## src/rtl/id_ex_stage.sv

```systemverilog
// ID/EX pipeline register for the RV64 core: operand forwarding, load-use stall,
// valid/ready on both sides and a branch-redirect flush.
module id_ex_stage #(
    parameter int XLEN = 64,
    parameter int RA_W = 5
) (
    input  logic            clk,
    input  logic            rst,
    input  logic            flush,
    input  logic            id_valid,
    output logic            id_ready,
    input  logic [3:0]      id_aluop,
    input  logic [XLEN-1:0] id_pc,
    input  logic [RA_W-1:0] id_rs1_addr,
    input  logic [RA_W-1:0] id_rs2_addr,
    input  logic [XLEN-1:0] id_rs1_data,
    input  logic [XLEN-1:0] id_rs2_data,
    input  logic [XLEN-1:0] id_imm,
    input  logic            id_op1_pc,
    input  logic            id_use_imm,
    input  logic [RA_W-1:0] id_rd_addr,
    input  logic            id_rd_wen,
    input  logic            id_is_load,
    input  logic [XLEN-1:0] alu_result,
    input  logic            exmem_valid,
    input  logic            exmem_rd_wen,
    input  logic            exmem_is_load,
    input  logic [RA_W-1:0] exmem_rd_addr,
    input  logic [XLEN-1:0] exmem_result,
    input  logic            memwb_valid,
    input  logic            memwb_rd_wen,
    input  logic [RA_W-1:0] memwb_rd_addr,
    input  logic [XLEN-1:0] memwb_result,
    output logic            ex_valid,
    input  logic            ex_ready,
    output logic [3:0]      ex_aluop,
    output logic [XLEN-1:0] ex_op1,
    output logic [XLEN-1:0] ex_op2,
    output logic [XLEN-1:0] ex_pc,
    output logic [RA_W-1:0] ex_rd_addr,
    output logic            ex_rd_wen,
    output logic            ex_is_load
);

    typedef struct packed {
        logic [3:0]      aluop;
        logic [XLEN-1:0] op1;
        logic [XLEN-1:0] op2;
        logic [XLEN-1:0] pc;
        logic [RA_W-1:0] rd_addr;
        logic            rd_wen;
        logic            is_load;
    } payload_t;

    payload_t        q;
    payload_t        d;
    logic            vld;
    logic            stall;
    logic            xfer_in;
    logic [XLEN-1:0] fwd_rs1;
    logic [XLEN-1:0] fwd_rs2;

    // x0 always reads as zero, whatever the register file returns.
    function automatic logic [XLEN-1:0] fwd(input logic [RA_W-1:0] a,
                                            input logic [XLEN-1:0] rf);
        if (a == '0)
            fwd = '0;
        else if (vld && q.rd_wen && !q.is_load && q.rd_addr == a)
            fwd = alu_result;
        else if (exmem_valid && exmem_rd_wen && !exmem_is_load && exmem_rd_addr == a)
            fwd = exmem_result;
        else if (memwb_valid && memwb_rd_wen && memwb_rd_addr == a)
            fwd = memwb_result;
        else
            fwd = rf;
    endfunction

    // The nearest writer of the register decides: a non-load in EX shadows a load behind it.
    function automatic logic load_hazard(input logic [RA_W-1:0] a);
        logic ex_hit;
        logic exmem_hit;
        ex_hit      = vld && q.rd_wen && q.rd_addr == a;
        exmem_hit   = exmem_valid && exmem_rd_wen && exmem_rd_addr == a;
        load_hazard = (a != '0) && (ex_hit ? q.is_load : (exmem_hit && exmem_is_load));
    endfunction

    always_comb begin
        fwd_rs1 = fwd(id_rs1_addr, id_rs1_data);
        fwd_rs2 = fwd(id_rs2_addr, id_rs2_data);
        stall   = (!id_op1_pc && load_hazard(id_rs1_addr)) ||
                  (!id_use_imm && load_hazard(id_rs2_addr));
    end

    assign id_ready = !flush && !stall && (!vld || ex_ready);
    assign xfer_in  = id_valid && id_ready;

    always_comb begin
        d.aluop   = id_aluop;
        d.op1     = id_op1_pc ? id_pc : fwd_rs1;
        d.op2     = id_use_imm ? id_imm : fwd_rs2;
        d.pc      = id_pc;
        d.rd_addr = id_rd_addr;
        d.rd_wen  = id_rd_wen;
        d.is_load = id_is_load;
    end

    always_ff @(posedge clk or negedge rst) begin
        if (!rst) begin
            vld <= 1'b0;
            q   <= '0;
        end else if (flush) begin
            vld <= 1'b0;
        end else if (xfer_in) begin
            vld <= 1'b1;
            q   <= d;
        end else if (vld && ex_ready) begin
            vld <= 1'b0;
        end
    end

    assign ex_valid   = vld;
    assign ex_aluop   = q.aluop;
    assign ex_op1     = q.op1;
    assign ex_op2     = q.op2;
    assign ex_pc      = q.pc;
    assign ex_rd_addr = q.rd_addr;
    assign ex_rd_wen  = q.rd_wen;
    assign ex_is_load = q.is_load;

endmodule

```

## config.mk

```make
export PLATFORM = sky130hd
export DESIGN_NAME = id_ex_stage
export DESIGN_NICKNAME = d
export VERILOG_FILES = /design/src/rtl/id_ex_stage.sv
export SDC_FILE = /design/constraint.sdc
export NUM_CORES = 1
export LEC_CHECK = 0
export ABC_AREA = 1
export BUFFER_PORTS_ARGS = -buffer_cell sky130_fd_sc_hd__buf_2
export CAP_MARGIN = 20
export CORE_AREA = 2 2 269 271
export CTS_CLUSTER_SIZE = 12
export DETAILED_ROUTE_END_ITERATION = 10
export DIE_AREA = 0 0 271 273
export SYNTH_ARGS = -nofsm -noshare
export SYNTH_HDL_FRONTEND = slang
export SYNTH_SLANG_ARGS = --single-unit
```

## constraint.sdc

```tcl
create_clock -name clk -period 4 [get_ports clk]
set_input_delay 1.2 -clock clk [delete_from_list [all_inputs] [get_ports clk]]
set_output_delay 1.2 -clock clk [all_outputs]
set_load 0.02 [all_outputs]
```

==> out/results.ini <==
[worst_setup_path]
critical_path.top_delay_family = simple AND/OR/NAND/NOR gates
crit_buf_inv = 3
r2r-start = ex_rd_addr[2]
path_cells = buf_2 > xnor2_1 > nand2_1 > nor2_1 > nand3_4 > nand3_1 > nand3_4 > inv_1 > buf_2
r2r_end = ex_op1[13]
max_stage_delay_ns = 0.25
cp-start-kind = primary input
reg2reg_slack_ns = 1.33
arrival_ns = 2.56
cp-end-kind = output pin
required_ns = 2.80
cp_slowest_cell = xnor2_1
cp_max_fo = 4
reg2reg_depth = 9
worst-setup-path-type = primary input to output pin

[synth]
synth-edff-count = 0
synth_compound_area_share_pct = 2.334
synth.area.top_cells = nand2_1, dfrtp_1, nand3_1
syn-mean-instance-area_sq_um = 5.652
syn_inst = 2892
async_reset_ff_share_pct = 100.0
synth.cells.most_frequent = nand2_1, inv_1, nand3_1
synthFlopType = dfrtp_1
synthMuxAreaShare_pct = 0
yosysTopAreaCell = nand2_1
syn-num-nets = 3383
ys_types = 29
synthesis.area_sq_mm = 0.01635
synth_top_family_by_area = simple AND/OR/NAND/NOR gates
yosys.area_share.simple_pct = 50.78
yosys.area_share.xor_xnor_pct = 0.2679
yosysTopAreaCellShare_pct = 31.50
synth_seq_cells = 204
synth-adder-area-share_pct = 0
ys_seq_area_share_pct = 31.23
yosysMostFrequentCell = nand2_1
yosys_warnings = 0

[route]
via_per_inst = 4.551
postRouteAntennaNets = 0
avgRoutedWirePerCell_um = 18.71
routed_wl_um = 83790
firstDrtPassIters = 6
drt-initial-drc-count = 1579
remaining_drc_errors = 0
vias = 20377

[floorplan]
start_util_pct = 23.03
die_w_um = 271
core_area_sq_mm = 0.07100
num_rows = 98
die-area_sq_mm = 0.07398
die_y_um = 273
ioPinCount = 696

[clocking]
insertion_delay_ns = 0.58
clkTransAtPathRegs_ns = 0.05
cts_hold_buf = 0
clockBufferDepth = 3
cts.sinks = 204
cts-root-buf = clkbuf_16
cts_tree = built
post_cts_resized = 0
h-tree-depth = 1
cts_buffers = 28
cts_setup_buffers = 0

[placed_design]
numPortBuffers = 695
dp_hpwl_um = 60580
place_congestion = 0.9440
place_area_sq_mm = 0.02084

[hold_path]
hold_path_class = flop to flop
whs_endpoint = ex_op1[54]
min-delay-start = ex_op1[54]
holdPathStages = 2

[sta]
skew_ns = 0.01252
rsz0062_at_grt = false
drv_slew = 0
worst_slew_pin_slew_ns = 1.098
fmax_mhz = 266.1
layout_min_cycle_time_ns = 3.758
holdWs_ns = 0.4725
slew_headroom_pct = 26.80
period_share_pct = 93.94
timing.setup.tns_ns = 0
setup_viol = 0
hold_viol = 0

[global_routing]
grt_overflow_total = 0
grt_pass1_vias = 19933
grt_antenna_before_repair = 27
grt_pass1_wl_um = 123500
grtUsageTotal_pct = 21.84
grt_start_max_net_pins = 129

[final_layout]
area_delta_synth_final_pct = 33.71
fin_nets = 3986
layout-drive-gt1-share_pct = 25.77
num-fill-cells = 8059
final_cell_area_sq_mm = 0.02186

[status]
status = finished clean

[power_and_ir_drop]
p_total_w = 0.007690
ir_worst_vdd_mv = 0.2450
p_leak_nw = 13.98
p_per_area_mw_per_mm2 = 351.8

[flow_run]
timing.max_cap.violations = 0

## registers in the layout, summed over array words and instances (netlist names)
register,flops
ex_rd_addr,5
ex_aluop,4
ex_is_load,1
ex_op1,64
ex_valid,1
ex_rd_wen,1
ex_pc,64
ex_op2,64
## worst register-to-register path: stages (launching register included)
cell and delay, ns:
dfrtp_1 0.44, xnor2_1 0.30, nand2_1 0.10, nor2_1 0.19, nand3_4 0.11, nand3_1 0.20
nand4_4 0.59, buf_4 0.49, nand2_1 0.11, nand2_1 0.05
## layout by cell type (no fill, tap or decap), types with 2 or more instances in the layout
master and instances:
diode_2 11, o21ai_0 67, dfrtp_1 204, inv_1 411, bufinv_16 2, clkinv_2 5
nand2_4 4, clkbuf_1 2, buf_2 692, nand3_1 384, nand4_1 3, clkbuf_16 29
nand2_2 81, buf_12 19, inv_2 8, o211ai_1 3, nor2_4 7, nand3b_1 2
a21oi_1 2, xnor2_1 4, nor3_1 2, nand2_1 1368, nor2_1 155, clkbuf_8 11
buf_4 38, nand3_4 3
## area by class of cell
cell class,count,area [sq um],share of cell area (%)
Tap cell,950,1189,5.438
Antenna cell,11,27.53,0.1259
Clock inverter,9,101.3,0.4637
Clock buffer,42,884.6,4.047
Inverter,420,1579,7.224
Sequential cell,204,5105,23.36
Multi-Input combinational cell,2091,8827,40.39
Timing Repair Buffer,750,4144,18.96
## power breakdown
part           total, W  switching, W  internal (W)
sequential      0.00261      0.000201       0.00240
clock           0.00270       0.00106       0.00164
combinational   0.00238       0.00158      0.000801
## per-layer routing
| metal | part of all wire (%) | vias up | GRT usage, % |
|---|---|---|---|
| met5 | 0.11 | - | 0 |
| met4 | 4.1 | 14 | 9.218 |
| met3 | 8.4 | 216 | 4.385 |
| met2 | 47 | 1016 | 37.51 |
| met1 | 40 | 9300 | 26.55 |
| li1 | - | 9831 | - |
## stage by stage
stage / cells / util, % / setup slack (ns)
floorplan: 2892 / - / 0.7435
global placement: 4415 / 29.36 / 0.2305
detailed placement: 4415 / 29.36 / 0.2258
CTS: 4466 / 30.75 / 0.2262
global route: 4476 / 30.78 / 0.1655
finish: 4477 / 30.79 / 0.2424
## worst max path at each step
stage / start / end / slack, ns / cells after the start
after global routing: id_rs1_addr[2] / id_ready / 0.17 / 9
after global placement: id_rs1_addr[2] / id_ready / 0.23 / 9
final: id_rs1_addr[2] / id_ready / 0.24 / 9
after detailed placement: id_rs1_addr[2] / id_ready / 0.23 / 9
after floorplan: id_rs2_addr[2] / id_ready / 0.74 / 10
after CTS: id_rs1_addr[2] / id_ready / 0.23 / 9
## kinds of logic after synthesis
kind of cell | after synthesis
AO/OA/AOI/OAI | 74
XOR/XNOR | 5
buffers and inverters | 597
flip-flops | 204
AND/OR/NAND/NOR | 2012
Power figures use the tool's default switching activity.
